## src/rtl/ame_num_denormal.sv

```systemverilog
// Multi-cycle left shifter: logical, or signed with saturation and a sticky overflow flag.
// Latency: fixed SW+1 clocks from the sampled init to the one-cycle done pulse, for every shift amount.
// Backpressure: none; init is accepted only when idle (busy low) and is dropped otherwise.
module ame_num_denormal #(
    parameter  int COMP_DATA_BITS = 64,
    localparam int SW             = $clog2(COMP_DATA_BITS)
) (
    input  logic                      clk_i,
    input  logic                      rst_i,
    input  logic                      comp_init_i,
    input  logic                      comp_arith_i,
    input  logic [SW-1:0]             comp_shift_i,
    input  logic [COMP_DATA_BITS-1:0] comp_data_i,
    output logic                      comp_busy_o,
    output logic                      comp_done_o,
    output logic                      comp_ovf_o,
    output logic [COMP_DATA_BITS-1:0] comp_data_o
);

    localparam int N = COMP_DATA_BITS;

    typedef enum logic [1:0] {
        ST_IDLE  = 2'd0,
        ST_SHIFT = 2'd1,
        ST_DONE  = 2'd2
    } state_t;

    state_t          state_q, state_d;
    logic [SW-1:0]   k_q, k_d;
    logic [N-1:0]    work_q, work_d;
    logic [SW-1:0]   shift_q, shift_d;
    logic            arith_q, arith_d;
    logic            sign_q, sign_d;
    logic            ovf_q, ovf_d;
    logic [N-1:0]    res_q, res_d;
    logic            res_ovf_q, res_ovf_d;

    logic [N-1:0]    stg_dat [SW];
    logic [SW-1:0]   stg_ovf_a;
    logic [SW-1:0]   stg_ovf_l;

    logic            sel_bit;
    logic [N-1:0]    stage_dat;
    logic            stage_ovf;
    logic [N-1:0]    work_nxt;
    logic            ovf_nxt;
    logic [N-1:0]    sat_val;
    logic [N-1:0]    result;
    logic            last_stage;

    // Stage g shifts by 2^g; signed mode keeps the value only if the bits lost
    // plus the new MSB all agree, i.e. the top 2^g+1 bits are all equal.
    for (genvar g = 0; g < SW; g++) begin : g_stage
        localparam int S = 1 << g;
        assign stg_dat[g]   = work_q << S;
        assign stg_ovf_a[g] = !((&work_q[N-1 -: S+1]) || !(|work_q[N-1 -: S+1]));
        assign stg_ovf_l[g] = |work_q[N-1 -: S];
    end

    always_comb begin
        sel_bit   = 1'b0;
        stage_dat = work_q;
        stage_ovf = 1'b0;
        for (int i = 0; i < SW; i++) begin
            if (k_q == SW'(i)) begin
                sel_bit   = shift_q[i];
                stage_dat = stg_dat[i];
                stage_ovf = arith_q ? stg_ovf_a[i] : stg_ovf_l[i];
            end
        end
    end

    assign work_nxt   = sel_bit ? stage_dat : work_q;
    assign ovf_nxt    = ovf_q | (sel_bit & stage_ovf);
    assign sat_val    = sign_q ? {1'b1, {(N-1){1'b0}}} : {1'b0, {(N-1){1'b1}}};
    assign result     = (arith_q && ovf_nxt) ? sat_val : work_nxt;
    assign last_stage = (k_q == SW'(SW-1));

    always_ff @(posedge clk_i) begin
        if (rst_i) begin
            state_q <= ST_IDLE;
        end else begin
            state_q <= state_d;
        end
    end

    always_comb begin
        state_d = state_q;
        case (state_q)
            ST_IDLE:  if (comp_init_i) state_d = ST_SHIFT;
            ST_SHIFT: if (last_stage)  state_d = ST_DONE;
            ST_DONE:  state_d = ST_IDLE;
            default:  state_d = ST_IDLE;
        endcase
    end

    always_comb begin
        comp_busy_o = 1'b0;
        comp_done_o = 1'b0;
        case (state_q)
            ST_SHIFT: comp_busy_o = 1'b1;
            ST_DONE: begin
                comp_busy_o = 1'b1;
                comp_done_o = 1'b1;
            end
            default: ;
        endcase
    end

    always_comb begin
        k_d       = k_q;
        work_d    = work_q;
        shift_d   = shift_q;
        arith_d   = arith_q;
        sign_d    = sign_q;
        ovf_d     = ovf_q;
        res_d     = res_q;
        res_ovf_d = res_ovf_q;
        case (state_q)
            ST_IDLE: begin
                if (comp_init_i) begin
                    work_d  = comp_data_i;
                    shift_d = comp_shift_i;
                    arith_d = comp_arith_i;
                    sign_d  = comp_data_i[N-1];
                    ovf_d   = 1'b0;
                    k_d     = '0;
                end
            end
            ST_SHIFT: begin
                work_d = work_nxt;
                ovf_d  = ovf_nxt;
                k_d    = k_q + SW'(1);
                if (last_stage) begin
                    res_d     = result;
                    res_ovf_d = ovf_nxt;
                    k_d       = '0;
                end
            end
            default: ;
        endcase
    end

    always_ff @(posedge clk_i) begin
        if (rst_i) begin
            k_q       <= '0;
            work_q    <= '0;
            shift_q   <= '0;
            arith_q   <= 1'b0;
            sign_q    <= 1'b0;
            ovf_q     <= 1'b0;
            res_q     <= '0;
            res_ovf_q <= 1'b0;
        end else begin
            k_q       <= k_d;
            work_q    <= work_d;
            shift_q   <= shift_d;
            arith_q   <= arith_d;
            sign_q    <= sign_d;
            ovf_q     <= ovf_d;
            res_q     <= res_d;
            res_ovf_q <= res_ovf_d;
        end
    end

    assign comp_data_o = res_q;
    assign comp_ovf_o  = res_ovf_q;

endmodule

```

## config.mk

```make
export PLATFORM = sky130hd
export DESIGN_NAME = ame_num_denormal
export DESIGN_NICKNAME = d
export VERILOG_FILES = /design/src/rtl/ame_num_denormal.sv
export SDC_FILE = /design/constraint.sdc
export NUM_CORES = 1
export LEC_CHECK = 0
export ABC_AREA = 1
export CAP_MARGIN = 20
export CORE_MARGIN = 2
export CORE_UTILIZATION = 52
export CTS_BUF_LIST = sky130_fd_sc_hd__clkbuf_8
export DETAILED_ROUTE_END_ITERATION = 8
export PLACE_DENSITY_LB_ADDON = 0.2
export SETUP_SLACK_MARGIN = 0.4
export SYNTH_ARGS = -nofsm -noshare
export SYNTH_HDL_FRONTEND = slang
export SYNTH_SLANG_ARGS = --single-unit
export TNS_END_PERCENT = 5
```

## constraint.sdc

```tcl
create_clock -name clk_i -period 2 [get_ports clk_i]
set_input_delay 0.4 -clock clk_i [delete_from_list [all_inputs] [get_ports clk_i]]
set_output_delay 0.4 -clock clk_i [all_outputs]
set_load 0.02 [all_outputs]
```

==> flow_summary.yaml <==
route:
  wl_per_cell_microns: 18.64
  highest_layer: "met4"
  dr_wl_met3_microns: 4623
  vias_per_cell: 5.921
  vias: 14500
  detail_route.wirelength_microns: 45640
  initialDrtViolationCount: 1879
  dr.pass1.iters: 7
  wl_met1_microns: 17560
  route.detailed.drc: 0
  ant_nets: 0
  dr_wl_met2_microns: 21220
final_layout:
  syn_to_final_growth_pct: 44.96
  most-common-layout-cells: "nand2_1 (480), a21oi_1 (259), nor2_1 (236)"
  diodes: 0
  multi_input_area_sq_um: 7346
  final_area_sq_um: 15660
  final_common_cell: "nand2_1"
  instances_no_fill: 2449
  fillers: 1659
  drive_gt1_share_pct: 19.55
  nNetsFinal: 2248
  regArea_sq_um: 2945
power:
  power.leakage_nw: 7.559
  ir_drop_v: 0.0005044
  power_density_nw_per_um2: 594.5
  power_mw: 9.311
setup_path:
  cp_cell_sequence: "nor2_8 -> buf_4 -> nand3_4 -> buf_12 -> inv_8 -> bufbuf_16 -> a21oi_1 -> o21ai_1 -> nand2_1 -> nand2_1 -> nand2_1 -> nand2_1 -> nand2_1 -> a21oi_1 -> nor2_1 -> nor2_1"
  critPathKind: "reg2reg"
  cpPeakStageDelay_ns: 0.37
  crit_fanout: 18
  cp.arrival_ns: 2.69
  cp-start-kind: "flop"
  worst_path_max_delay_cell: "dfxtp_4"
  path_common_cell: "nand2_1"
  end_kind: "flop"
  worstPathRequired_ns: 2.42
placement:
  dp_hpwl_microns: 30320
  dp_slack_ns: -0.3370
  dp.cells: 2367
  placed_area_sq_um: 13780
  place_congestion: 1.033
  io_buffers: 140
global_routing:
  grt_max_degree: 115
  grt_overflow: 0
  grt_usage_pct: 37.64
  grt_antenna_before_repair: 0
  grt_pass1_vias: 12780
  grt_pass1_wl_microns: 66410
sta:
  rsz0062_at_grt: "true"
  fmaxAchievable_ghz: 0.4407
  setup_viol: 131
  setup_tns_ns: -26.33
  slew_viol_final: 0
  final-hold-violation-count: 0
  relSlewSlack_pct: 40.34
  tightestPinTransition_ns: 0.8949
  post-route-period-util_pct: 113.5
  skew_ns: 0.02767
  fin_ws_ns: -0.2692
  period_minus_slack_ns: 2.269
clock_network:
  cts_buffers: 17
  clk_latency_ns: 0.49
  cts_root_buffer: "clkbuf_8"
  clk_path_buf_depth: 2
  cts_max_level: 4
  cts.sinks: 146
  cts_tree: "done"
  clk_pin_slew_ns: 0.10
floorplanning:
  fp.dieH_microns: 148.1
  start_util_pct: 53.22
  ios: 141
  dieArea_sq_um: 21950
  die_w_microns: 148.1
  coreArea_sq_um: 20300
  std_cell_rows: 52
yosys:
  synth-seq-area-share_pct: 27.05
  synth_ff_type: "dfxtp_1"
  synth_edf_count: 0
  ys_seq_elements: 146
  post_synth_num_cell_types: 33
  syn-cell-area_sq_um: 10800
  netlist_instances: 1900
  syn_nets: 1982
  syn_avg_cell_area_sq_um: 5.686
  ys_warn_count: 0
  synthArstFlopShare_pct: 0
flow_run:
  cap_violations: 0
outcome:
  outcome: "finished, violations left"
  failed_checks: "negative setup slack"
hold_path:
  hold_class: "reg2reg"
[timing repair]
item | in CTS | in global routing
resized for setup | 36 | 261
gates cloned | 4 | 11
setup buffers | 10 | 25
hold buffers | 0 | 0
pin swaps | 16 | 54
endpoints found under the setup margin | 205 | 209
[where the power goes]
group          total [mW]  switching, mW  internal, mW
Clock                2.59           1.51          1.07
Sequential           3.24          0.190          3.05
Combinational        3.49           2.06          1.43
Total                9.31           3.77          5.54
[sequential cells by signal (all words and copies together), names as in the netlist]
name,count
arith_q,1
comp_data_o,64
comp_ovf_o,1
k_q,6
ovf_q,1
shift_q,6
sign_q,1
state_q,2
work_q,64
[worst max-delay path: cells and delay by family (launching register included)]
kind,cells,cell delay [ns]
AND/OR/NAND/NOR,9,0.81
buffers and inverters,4,0.74
flip-flops,1,0.37
AO/OA/AOI/OAI,3,0.27
[path summary, 6_finish.rpt]
kind                                start                           end  slack (ns)  cells after the start
max                   k_q[4]$_SDFFE_PP0P_       work_q[26]$_SDFFE_PP0P_       -0.27                     16
min reg2reg  comp_data_o[63]$_SDFFE_PP0P_  comp_data_o[63]$_SDFFE_PP0P_        0.48                      2
max reg2reg           k_q[4]$_SDFFE_PP0P_       work_q[26]$_SDFFE_PP0P_       -0.27                     16
min          comp_data_o[63]$_SDFFE_PP0P_  comp_data_o[63]$_SDFFE_PP0P_        0.48                      2
[per-layer routing]
| metal | up-vias | global-route usage [%] |
|---|---|---|
| met5 | - | 0 |
| met3 | 189 | 5.245 |
| met4 | 0 | 15.76 |
| li1 | 6836 | - |
| met2 | 893 | 63.70 |
| met1 | 6583 | 48.18 |
[synthesized netlist by cell type, drive strengths merged (2+ instances only)]
master	n	share of area, %
a211oi	2	0.14
a21oi	295	14
buf	57	3.0
clkbuf	92	3.2
dfxtp	146	27
ha	8	0.93
inv	100	3.5
nand2	499	18
nand3	103	5.0
nand4	4	0.23
nor2	255	9.2
nor3	11	0.51
o211ai	22	1.5
o21ai	294	14
o221ai	3	0.24
o22ai	3	0.17
[area by class of cell]
type,count,area share [%]
tap,270,2.157
timing repair buffer,396,26.80
clock buffer,17,1.494
sequential,146,18.81
clock inverter,15,1.198
inverter,100,2.636
multi-input combinational,1505,46.90
[kinds of logic after synthesis]
| group | count (synthesis) | synth area share, % |
|---|---|---|
| DFF | 146 | 27.05 |
| buffers and inverters | 249 | 9.681 |
| xor gates and xnor gates | 1 | 0.08108 |
| adders and majority gates | 8 | 0.9265 |
| and+or+nand+nor | 875 | 32.74 |
| AOI/OAI and AO/OA | 621 | 29.52 |
[through the flow]
stage               hold slack [ns]  utilization [%]
floorplan                    0.4300                -
global placement             0.4573            67.90
detailed placement           0.4741            67.90
CTS                          0.4900            71.64
global route                 0.5092            77.15
finish                       0.4812            77.15
Note: power is estimated with default switching activity, not from simulation.
